==> src/rtl/conv_pkg.sv <==
// Shared types and derived geometry for the convolution address sequencer.
package conv_pkg;

  typedef enum logic [1:0] {
    S_IDLE  = 2'd0,
    S_RUN   = 2'd1,
    S_FLUSH = 2'd2,
    S_DONE  = 2'd3
  } state_t;

  localparam int unsigned IMG_SIZE_DEF = 256;
  localparam int unsigned KER_SIZE_DEF = 3;

  // Side of the valid (no padding) output image.
  function automatic int unsigned out_size(input int unsigned img, input int unsigned ker);
    return img - ker + 1;
  endfunction

  localparam int unsigned OUT_SIZE = out_size(IMG_SIZE_DEF, KER_SIZE_DEF);

endpackage

==> src/rtl/conv_delay_line.sv <==
// Fixed-latency shift register carrying the result write strobe and address.
module conv_delay_line
  import conv_pkg::*;
#(
  parameter int unsigned LAT = 2,
  parameter int unsigned W   = 16
) (
  input  logic         clk,
  input  logic         rst_n,
  input  logic         in_vld,
  input  logic [W-1:0] in_addr,
  output logic         out_vld,
  output logic [W-1:0] out_addr
);

  logic [LAT-1:0] vld_q;
  logic [W-1:0]   addr_q [LAT];

  // Advances every cycle; stall never reaches this pipe.
  always_ff @(posedge clk or negedge rst_n) begin
    if (!rst_n) begin
      vld_q <= '0;
      for (int k = 0; k < int'(LAT); k++) addr_q[k] <= '0;
    end else begin
      vld_q[0]  <= in_vld;
      addr_q[0] <= in_addr;
      for (int k = 1; k < int'(LAT); k++) begin
        vld_q[k]  <= vld_q[k-1];
        addr_q[k] <= addr_q[k-1];
      end
    end
  end

  assign out_vld  = vld_q[LAT-1];
  assign out_addr = addr_q[LAT-1];

endmodule

==> src/rtl/conv_sequencer.sv <==
// Walks every kernel tap of every output pixel of a square image and
// schedules the result write once the MAC pipeline has drained.
module conv_sequencer
  import conv_pkg::*;
#(
  parameter int unsigned IMG_SIZE = IMG_SIZE_DEF,
  parameter int unsigned KER_SIZE = KER_SIZE_DEF,
  parameter int unsigned ADDR_W   = 16,
  parameter int unsigned MAC_LAT  = 2
) (
  input  logic              clk,
  input  logic              rst_n,
  input  logic              start,
  input  logic              stall,
  output logic              busy,
  output logic              done,
  output logic [ADDR_W-1:0] im_addr,
  output logic [ADDR_W-1:0] k_addr,
  output logic              tap_valid,
  output logic              acc_clr,
  output logic              last_tap,
  output logic              wr_en,
  output logic [ADDR_W-1:0] filt_addr
);

  localparam int unsigned OUT_N = out_size(IMG_SIZE, KER_SIZE);
  localparam int unsigned KW    = $clog2(KER_SIZE + 1);
  localparam int unsigned OW    = $clog2(OUT_N + 1);
  localparam int unsigned FW    = $clog2(MAC_LAT + 1);

  state_t            state;
  logic [KW-1:0]     ti, tj;
  logic [OW-1:0]     pr, pc;
  logic [ADDR_W-1:0] pix_base, row_base, pix_idx;
  logic [FW-1:0]     flush_cnt;
  logic              j_end, i_end, c_end, r_end;

  assign tap_valid = (state == S_RUN) && !stall;
  assign j_end     = (tj == KW'(KER_SIZE - 1));
  assign i_end     = (ti == KW'(KER_SIZE - 1));
  assign c_end     = (pc == OW'(OUT_N - 1));
  assign r_end     = (pr == OW'(OUT_N - 1));

  // pix_base = window top-left, row_base = pix_base + i*IMG_SIZE, im_addr = row_base + j.
  always_ff @(posedge clk or negedge rst_n) begin
    if (!rst_n) begin
      state     <= S_IDLE;
      busy      <= 1'b0;
      done      <= 1'b0;
      ti        <= '0;
      tj        <= '0;
      pr        <= '0;
      pc        <= '0;
      pix_base  <= '0;
      row_base  <= '0;
      pix_idx   <= '0;
      flush_cnt <= '0;
      im_addr   <= '0;
      k_addr    <= '0;
      acc_clr   <= 1'b0;
      last_tap  <= 1'b0;
    end else begin
      case (state)
        S_IDLE: begin
          if (start) begin
            state    <= S_RUN;
            busy     <= 1'b1;
            ti       <= '0;
            tj       <= '0;
            pr       <= '0;
            pc       <= '0;
            pix_base <= '0;
            row_base <= '0;
            pix_idx  <= '0;
            im_addr  <= '0;
            k_addr   <= '0;
            acc_clr  <= 1'b1;
            last_tap <= (KER_SIZE == 1);
          end
        end
        S_RUN: begin
          if (tap_valid) begin
            acc_clr  <= 1'b0;
            last_tap <= 1'b0;
            if (j_end && i_end && c_end && r_end) begin
              state     <= S_FLUSH;
              flush_cnt <= '0;
            end else if (!j_end) begin
              tj       <= tj + KW'(1);
              im_addr  <= im_addr + ADDR_W'(1);
              k_addr   <= k_addr + ADDR_W'(1);
              last_tap <= i_end && ((tj + KW'(1)) == KW'(KER_SIZE - 1));
            end else if (!i_end) begin
              tj       <= '0;
              ti       <= ti + KW'(1);
              row_base <= row_base + ADDR_W'(IMG_SIZE);
              im_addr  <= row_base + ADDR_W'(IMG_SIZE);
              k_addr   <= k_addr + ADDR_W'(1);
            end else begin
              tj       <= '0;
              ti       <= '0;
              k_addr   <= '0;
              pix_idx  <= pix_idx + ADDR_W'(1);
              acc_clr  <= 1'b1;
              last_tap <= (KER_SIZE == 1);
              if (!c_end) begin
                pc       <= pc + OW'(1);
                pix_base <= pix_base + ADDR_W'(1);
                row_base <= pix_base + ADDR_W'(1);
                im_addr  <= pix_base + ADDR_W'(1);
              end else begin
                // From (r, OUT_N-1) to (r+1, 0): +IMG_SIZE-(OUT_N-1) == +KER_SIZE.
                pc       <= '0;
                pr       <= pr + OW'(1);
                pix_base <= pix_base + ADDR_W'(KER_SIZE);
                row_base <= pix_base + ADDR_W'(KER_SIZE);
                im_addr  <= pix_base + ADDR_W'(KER_SIZE);
              end
            end
          end
        end
        S_FLUSH: begin
          if (flush_cnt == FW'(MAC_LAT - 1)) begin
            state <= S_DONE;
            done  <= 1'b1;
          end else begin
            flush_cnt <= flush_cnt + FW'(1);
          end
        end
        S_DONE: begin
          state <= S_IDLE;
          done  <= 1'b0;
          busy  <= 1'b0;
        end
        default: state <= S_IDLE;
      endcase
    end
  end

  conv_delay_line #(
    .LAT (MAC_LAT),
    .W   (ADDR_W)
  ) u_delay (
    .clk      (clk),
    .rst_n    (rst_n),
    .in_vld   (tap_valid && last_tap),
    .in_addr  (pix_idx),
    .out_vld  (wr_en),
    .out_addr (filt_addr)
  );

endmodule

==> config.mk <==
export PLATFORM = sky130hd
export DESIGN_NAME = conv_sequencer
export DESIGN_NICKNAME = d
export VERILOG_FILES = /design/src/rtl/conv_pkg.sv /design/src/rtl/conv_delay_line.sv /design/src/rtl/conv_sequencer.sv
export SDC_FILE = /design/constraint.sdc
export NUM_CORES = 1
export LEC_CHECK = 0
export BUFFER_PORTS_ARGS = -buffer_cell sky130_fd_sc_hd__clkbuf_2
export CORE_MARGIN = 2
export CORE_UTILIZATION = 54
export DETAILED_ROUTE_END_ITERATION = 7
export PLACE_DENSITY = 0.76
export SYNTH_ARGS = -nofsm -noshare
export SYNTH_HDL_FRONTEND = slang
export SYNTH_SLANG_ARGS = --single-unit
==> constraint.sdc <==
create_clock -name clk -period 2.4 [get_ports clk]
set_input_delay 0.24 -clock clk [delete_from_list [all_inputs] [get_ports clk]]
set_output_delay 0.24 -clock clk [all_outputs]
set_load 0.005 [all_outputs]
Yosys cells after proc, flatten, opt, wreduce, memory -nomap -nowiden. Index checks and enable logic that the tools add are counted.

Reductions and logical operators: 21. Shift operators: 0. Multiply operators: 0. Bitwise logic cells: 0. Add/sub/neg operators: 11. Eq/ne operators: 18. Muxes and demuxes: 72. Magnitude comparators: 0. Div/mod/pow operators: 0.

Operators with widths (number): 16-bit 2-to-1 mux (21); 16-bit case mux with 2 select lines (5); 8-bit 2-to-1 mux (11); 16-bit by 1-bit adder with 16-bit output, second input constant (4); 8-bit case mux with 2 select lines (2); 2-bit 2-to-1 mux (15); 16-bit by 2-bit adder with 16-bit output, second input constant (1); 16-bit by 9-bit adder with 16-bit output, second input constant (1); 8-bit by 1-bit adder with 8-bit output, second input constant (2); 8-bit equality test, second input constant (2); 2-bit inequality test, second input constant (8); 2-bit case mux with 2 select lines (3); 4-bit AND reduction (3); 2-bit equality test, second input constant (5); 1-bit 2-to-1 mux (10); 1-bit case mux with 2 select lines (4); 2-bit case mux with 4 select lines (1); 2-bit nonzero test (4); 7-bit AND reduction (1); 2-bit by 1-bit adder with 2-bit output, second input constant (3); 1-bit logical AND (6); 6-bit AND reduction (1); 5-bit AND reduction (1); 2-bit by 1-bit equality test with 1-bit output, second input constant (2); other kinds (5) (6).

Input bits: 4. Memory bits (read-only): 0. Memory bits (writable): 0. Register bits after elaboration: 142. Word-level logic and storage cells: 140. Bits in latches: 0. Memories: 0.

Logic depth before layout (Yosys ltp). Gate-level depths: netlist (run 1).

Depth after elaboration: 7. Gate-level depth with buffers: 10. Depth with buffers taken out: 10.

Hierarchy. Synthesis (run 1) repeated with hierarchy kept, for this count alone.

Cells, all modules: 765. Area, all modules: 7248.2 µm².

Modules (own cells, without submodules): conv_sequencer (cells each 715, area an instance 6277.3 µm², times used 1); conv_delay_line (cells each 50, area an instance 970.9 µm², times used 1).

Worst setup path after synthesis (run 1). OpenSTA, ideal clock, no wires.

Path type: reg-to-reg. From: reg pc[1]. To: reg im_addr[12]. Arrival: 2.377 ns. Cell stages (with the launch flop): 11. Setup time: 0.137 ns. Slack: -0.114 ns. Period minus slack after synthesis: 2.514 ns. Path buffers: 0. Cell sequence: dfrtp_1 > inv_1 > ha_1 > nand4_2 > nor2_1 > fa_1 > nand4_1 > o31a_1 > or2_2 > a221oi_1 > o21ai_0.

Cells in the longest elaborated chain, start to end: 7. Elaborated cells on any way between the ends: 11. Those cells by class: 2 x eq/ne; 6 x mux; 3 x reduce/logical.

Ends and longest elaborated chain: from (decl) (RTL line conv_sequencer.sv:33) `logic [OW-1:0] pr, pc;`; from (signal assigned) (RTL line conv_sequencer.sv:107) `pc <= pc + OW'(1);`; 8-bit equality test (*) (RTL line conv_sequencer.sv:41) `assign c_end = (pc == OW'(OUT_N - 1));`; 16-bit 2-to-1 mux (RTL line conv_sequencer.sv:106) `if (!c_end) begin`; 16-bit 2-to-1 mux (RTL line conv_sequencer.sv:93) `end else if (!i_end) begin`; 16-bit 2-to-1 mux (RTL line conv_sequencer.sv:88) `end else if (!j_end) begin`; 16-bit 2-to-1 mux (RTL line conv_sequencer.sv:85) `if (j_end && i_end && c_end && r_end) begin`; 16-bit 2-to-1 mux (RTL line conv_sequencer.sv:82) `if (tap_valid) begin`; 16-bit case mux with 2 select lines (RTL line conv_sequencer.sv:63) `case (state)`; to (signal assigned) (RTL line conv_sequencer.sv:90) `im_addr <= im_addr + ADDR_W'(1);`; to (signal assigned) (RTL line conv_sequencer.sv:97) `im_addr <= row_base + ADDR_W'(IMG_SIZE);`; to (signal assigned) (RTL line conv_sequencer.sv:110) `im_addr <= pix_base + ADDR_W'(1);`; to (decl) (RTL line conv_sequencer.sv:17) `output logic [ADDR_W-1:0] im_addr,`.

Mark *: on every way between the ends. The rest lies on a longest branch, timed or not. The select of a mux whose other input is x is not followed. A chain may end at the register's enable or synchronous reset.

Final worst setup path (run 1).
From: reg pc[0]. To: reg im_addr[9].

The elaborated chain is that of the path after synthesis.

==> metrics.txt, run 1 <==
status=completed; drt drc=0; fmax=around 0.42 GHz; core area=13,200 sq um; first-pass GRT wire length=just over 30,000 um; leakage power=3.99 nW; Req. time, crit path=2.70 ns; DR pass1 iterations=5; sequential fraction of the synthesis area=about half; cell area power density=832 nW/um^2; Yosys cell types=81; synthesis-to-finish area growth=20.8%; Final Hold Fails=0; post-synthesis instance area=approximately 7300 sq um; post-synth top area cell=dfrtp_1; most common cell in the netlist=dfrtp_1; RD Place Congestion=~0.96; crit-path cells=ha_2 -> nand4_4 -> nor2_4 -> ha_1 -> a21oi_2 -> buf_4 -> o31ai_1 -> a311oi_2 -> a31oi_1 -> o21ai_1; CTS tree=built; Cells after Synth=746; Max-Cap Viols=0; asr flop ratio synth=100%; design area=8840 sq um; CP top delay family=compound AO/OA/AOI/OAI gates; Final period util=a little over nine tenths; port buffer count=57; worst-margin pin slew=a little under 0.6 ns; Avg Synthesized Cell Area=9.82 sq um; unrepaired setup endpoints after global routing=true; crit-path max cell delay=roughly 0.51 ns; Tmin final=roughly 2.4 ns; WP data arrival=2.67 ns; Die W=around 120 um; CP bufs+invs=1; clock buffer count from CTS=17; syn_nets=about 770; total global-route track usage=between 20% and 30%; Setup crit end kind=flip-flop; main area contributors after synthesis=dfrtp_1 49%, o21ai_0 3.8%, o31ai_1 3.7%; clk buf depth=2; GRT overflow=0; Initial Utilization=between 50% and 60%; number of global-route vias before repair=about 6,200; Max-Slew Margin vs Limit=approximately three fifths; Routed wire per std cell=roughly 18 um; hpwl dp=12,600 um; initial antenna violation count=0; flops & latches, synth=about 140; Post-synth EDFFs=0; synth warn=0; Setup-failing EPs final=0; Clock Sinks=142; clock-pin slew on the worst setup and hold paths=0.06 ns; I/O Pins=58; FILL cells=between 900 and 1,000; Clock Skews=approximately 0.012 ns; Critical Path Slowest Stage Cell=o31ai_1; Rows=between 40 and 50; Synth top area share=around 49%; startpoint types=flip-flop; Max Transition Viols Final=0; Setup CP Type=flip-flop to flip-flop; die height=roughly 120 um; top cells by count, synth=142 x dfrtp_1, 59 x nand2_1, 56 x o21ai_0, 47 x a21oi_1, 39 x nand3_1; Worst-Skew Late Latency=~0.43 ns; vias=6,465; initial DRC count=roughly 470; worst hold path class=input port to flip-flop; diode count=0; maximum VDD drop=roughly 0.53 mV; Power Total=about 7.4 mW; Most used DFF post-synth=dfrtp_1; routed wire length=approximately 19,000 um; Die ar.=14,500 sq um; crit-path max FO=6; share of layout cells above drive strength 1=a little under a quarter; Placed Area=8020 sq um; DRT antenna net count=0; drt via density=6.30; net count reported at finish=roughly 860; largest net degree at the start of global routing=between 60 and 70; Root Driver=clkbuf_16; CTS H-Tree Depth=4
## area by class of cell
cell class / count / area, sq um / area share (%)
Multi-Input combinational cell: 538 / 3570 / 40.4
Timing Repair Buffer: 123 / 861 / 9.73
Clock inverter: 15 / 150 / 1.70
Clock buffer: 17 / 425 / 4.81
Inverter: 16 / 60.1 / 0.679
Tap cell: 176 / 220 / 2.49
Sequential cell: 142 / 3550 / 40.2
## worst min-delay path, cell delays in order
cell,delay [ns]
clkbuf_2,0.17
mux2i_1,0.10
nand2_1,0.06
o21ai_0,0.07
## logic make-up (layout without fill, tap and decap cells)
group,after synthesis,after routing,synth area share (%)
adders and majority gates,15,15,2.67
and+or+nand+nor,271,271,20.3
DFF,142,142,48.5
xor gates and xnor gates,15,15,1.79
AOI/OAI and AO/OA,228,228,20.8
buffers and inverters,66,171,4.63
muxes,9,9,1.25
## routing by layer
metal,part of all wire [%],global-route usage (%)
met1,43,34.3
met2,50,42.5
met3,4.7,5.61
met4,2.8,12.2
met5,0,0
## power breakdown
group          total (mW)  switching (mW)  internal (mW)  leakage, nW
registers            2.67           0.140           2.53         1.97
clock network        2.57            1.12           1.46        0.276
logic                2.12            1.29          0.824         1.75
total                7.36            2.55           4.81         3.99
## through the flow
step | util (%) | setup TNS [ns] | hold slack [ns] | worst slack (ns) | instances
5_1_grt | 66.8 | -0.443 | 0.305 | -0.123 | 1027
3_3_place_gp | 60.6 | 0 | 0.225 | 0.00516 | 984
3_5_place_dp | 60.6 | -0.112 | 0.233 | -0.0792 | 984
2_1_floorplan | - | 0 | -0.0556 | 0.0364 | 746
4_1_cts | 65.3 | 0 | 0.247 | 0.00799 | 1017
6_report | 66.8 | 0 | 0.273 | 0.0332 | 1027
## path summary, 6_finish.rpt
path                       slack, ns                             end                    startpoint  cells past startpoint
setup / recovery                0.03          im_addr[9]$_DFFE_PN0P_             pc[0]$_DFFE_PN0P_                     10
hold / removal                  0.27                busy$_DFFE_PN0P_                         start                      4
setup reg to reg                0.03          im_addr[9]$_DFFE_PN0P_             pc[0]$_DFFE_PN0P_                     10
hold reg to reg                 0.35  u_delay.out_addr[14]$_DFF_PN0_  u_delay.addr_q[30]$_DFF_PN0_                      0
max in group asynchronous       1.33               pc[5]$_DFFE_PN0P_                         rst_n                      3
min in group asynchronous       0.33          k_addr[11]$_DFFE_PN0P_                         rst_n                      2
## flip-flops by register name, indices dropped and copies added, names as in the netlist, 8 cells and up
signal            cells
pix_idx              16
row_base             16
pc                    8
u_delay.addr_q       16
pix_base             16
k_addr               16
u_delay.out_addr     16
pr                    8
im_addr              16
## placed cells by master (no fill, tap or decap), types with 11 or more instances in the layout
| master | netlist | routed |
|---|---|---|
| dfrtp_1 | 142 | 142 |
| nand2_1 | 59 | 59 |
| buf_4 | 17 | 59 |
| clkbuf_2 | 0 | 56 |
| o21ai_0 | 56 | 53 |
| a21oi_1 | 47 | 45 |
| nand3_1 | 39 | 38 |
| o31ai_1 | 36 | 35 |
| nor2_1 | 34 | 30 |
| or4_1 | 21 | 21 |
| nand4_1 | 20 | 20 |
| a31oi_1 | 19 | 19 |
| clkbuf_16 | 0 | 18 |
| inv_1 | 16 | 16 |
| nor3_1 | 16 | 13 |
| and3_1 | 13 | 13 |
| nand2b_1 | 13 | 13 |
| ha_1 | 14 | 11 |
## repair_timing
item	4_1_cts	5_1_grt
cloned	0	1
setup buffers	0	9
setup endpoints to repair	4	54
pin swaps	4	12
resized for setup	8	24
hold buffers	1	0
endpoints found under the hold margin	55	0
No activity file was read; power rests on OpenSTA's default activity.
==> run 2: changes to the inputs <==
Settings changed: CELL_PAD_IN_SITES_DETAIL_PLACEMENT from default to 0, CELL_PAD_IN_SITES_GLOBAL_PLACEMENT from default to 1, CORE_UTILIZATION 54 to 43, PLACE_DENSITY 0.76 to default, PLACE_DENSITY_LB_ADDON from default to 0.1.
==> metrics.txt, run 2 (synthesis results as in run 1) <==
status=completed; maximum VDD drop=0.558 mV (+5.9%); Power Total=7.83 mW (+6.4%); Reg power frac=34.2% (-2.1 points); crit-path max FO=4 (-2); Worst-Skew Late Latency=0.43 ns (about the same); Root Driver=clkbuf_16; startpoint types=flip-flop; Max Transition Viols Final=0 (unchanged); RD Place Congestion=0.884 (-7.9%); Initial Utilization=44.0% (-11 points); diode count=0 (unchanged); synthesis-to-finish area growth=26.7%; Internal=5.07 mW (+5.3%); fmax=0.419 GHz (-0.87%); critical path startpoint=pc[1]$_DFFE_PN0P_; FILL cells=1,506 (+53%); Max-Slew Margin vs Limit=53.9% (-7.3 points); port buffer count=57 (unchanged); commonest non-fill, non-tap cells in the layout=141 x dfrtp_1, 67 x buf_4, 59 x nand2_1; design area=9280 sq um (+5.0%); Die ar.=18,100 sq um (+25%); Psw=2.76 mW (+8.3%); die height=135 um (+12%); Critical Path Slowest Stage Cell=or4_4; core area=16,600 sq um (+26%); area of the multi-input gates=3660 sq um (+2.5%); initial DRC count=488 (+3.0%); hpwl dp=14,000 um (+11%); number of global-route vias before repair=6,143 (-1.7%); Gate power share=31.8% (+3.0 points); WP data arrival=2.70 ns (+0.03 ns); Rows=47 (+12%); Clock power frac=34.0% (-0.9 points); worst-margin pin slew=0.692 ns (+0.112 ns); sw frac=35.2% (+0.63 points); crit path to=state[1]$_DFFE_PN0P_; CTS H-Tree Depth=4 (unchanged); worst hold path class=input port to flip-flop; cell area power density=843 nW/um^2 (+1.3%); crit-path cells=inv_2 -> ha_4 -> nand4_4 -> buf_4 -> or4_4 -> buf_6 -> o31a_1 -> nor2_2 -> mux2_2; clock buffer count from CTS=17 (unchanged); initial antenna violation count=0 (unchanged); drt via density=6.01 (-4.6%); routed wire length=20,500 um (+11%); r2r worst-path depth=9 (-1); unrepaired setup endpoints after global routing=true; Clock Skews=0.0117 ns (-0.000441 ns); Req. time, crit path=2.71 ns (about the same); largest net degree at the start of global routing=71 (+7.6%); vias=6,559 (+1.5%); DR pass1 iterations=5 (unchanged); most common cell after layout, fill and taps aside=dfrtp_1; CTS tree=built; FF/Latch Area=3550 sq um (about the same); clk buf depth=2 (unchanged); Final period util=99.5% (+0.87 points); share of layout cells above drive strength 1=25.9% (+2.5 points); leakage power=4.18 nW (+4.8%); Max-Cap Viols=0 (unchanged); Setup-failing EPs final=0 (unchanged); crit-path max cell delay=0.53 ns (+0.02 ns); Placed Area=8270 sq um (+3.1%); flop-to-flop setup slack=0.01 ns (-0.02 ns); Final Hold Fails=0 (unchanged); clock-pin slew on the worst setup and hold paths=0.07 ns (about the same); total global-route track usage=22.9% (-3.5 points); I/O Pins=58 (unchanged); Die W=135 um (+12%); net count reported at finish=878 (+2.5%); Routed wire per std cell=18.8 um (+4.0%); Tmin final=2.39 ns (+0.0208 ns); first-pass GRT wire length=32,600 um (+7.1%); Critical R2R Launch=pc[1]$_DFFE_PN0P_; drt drc=0 (unchanged); Clock Sinks=142 (unchanged); GRT overflow=0 (unchanged); Setup CP Type=flip-flop to flip-flop; Setup crit end kind=flip-flop; DRT antenna net count=0 (unchanged); Worst R2R End=state[1]$_DFFE_PN0P_
run 2: routing by layer:
metal  GRT usage (%)  up-vias  routed length, um
li1                -     3060                  -
met1            32.6     3285               9740
met2            35.8      188               9580
met3            3.64       26                920
met4            7.54        0                252
met5               0        -                  0
run 2: cell type report:
type,instances,share of cell area [%]
Tap cell,220,2.97
Multi-Input combinational cell,538,39.4
Clock inverter,15,1.77
Timing Repair Buffer,144,12.3
Clock buffer,17,4.58
Sequential cell,142,38.3
Inverter,16,0.647
run 2: worst min-delay path by stage:
stage	start	to	slack, ns	cells past startpoint
6_report	start	busy$_DFFE_PN0P_	0.26	4
5_1_grt	start	busy$_DFFE_PN0P_	0.25	4
3_3_place_gp	rst_n	k_addr[14]$_DFFE_PN0P_	0.31	1
2_1_floorplan	rst_n	acc_clr$_DFFE_PN0P_	-0.06	0
4_1_cts	start	busy$_DFFE_PN0P_	0.23	4
3_5_place_dp	rst_n	k_addr[14]$_DFFE_PN0P_	0.31	1
run 2: critical path: cells and delay by family, from the launching register on:
kind                     cells  cell delay, ns
flip-flops                   1            0.38
AO/OA/AOI/OAI                1            0.29
adder cells (fa/ha/maj)      1            0.13
buffers and inverters        3            0.39
AND/OR/NAND/NOR              3            0.75
multiplexers                 1            0.34
run 2: metrics by stage:
| stage | TNS (ns) | cells | hold WS (ns) | worst slack (ns) | util (%) |
|---|---|---|---|---|---|
| after floorplan | 0 | 746 | -0.0556 | 0.0364 | - |
| final | 0 | 1092 | 0.264 | 0.0123 | 55.8 |
| after global placement | -1.92 | 1044 | 0.305 | -0.111 | 49.7 |
| after global routing | -0.887 | 1092 | 0.253 | -0.108 | 55.8 |
| after CTS | 0 | 1079 | 0.226 | 0.00169 | 53.6 |
| after detailed placement | -3.00 | 1044 | 0.314 | -0.118 | 49.7 |
run 2: power by group through the flow:
stage	Clock (mW)	Combinational (mW)	Sequential (mW)
after floorplan	0	1.13	2.69
after global placement	0	2.03	2.70
after detailed placement	0	2.07	2.71
after CTS	2.72	2.10	2.67
after global routing	2.83	2.68	2.70
final	2.66	2.49	2.68
run 2: what timing repair did:
item,in CTS,in global routing
pin swaps,3,18
endpoints found under the hold margin,67,0
buffers inserted,2,10
setup endpoints to repair,41,79
gates cloned,0,3
hold buffers,1,0
resized for setup,10,43
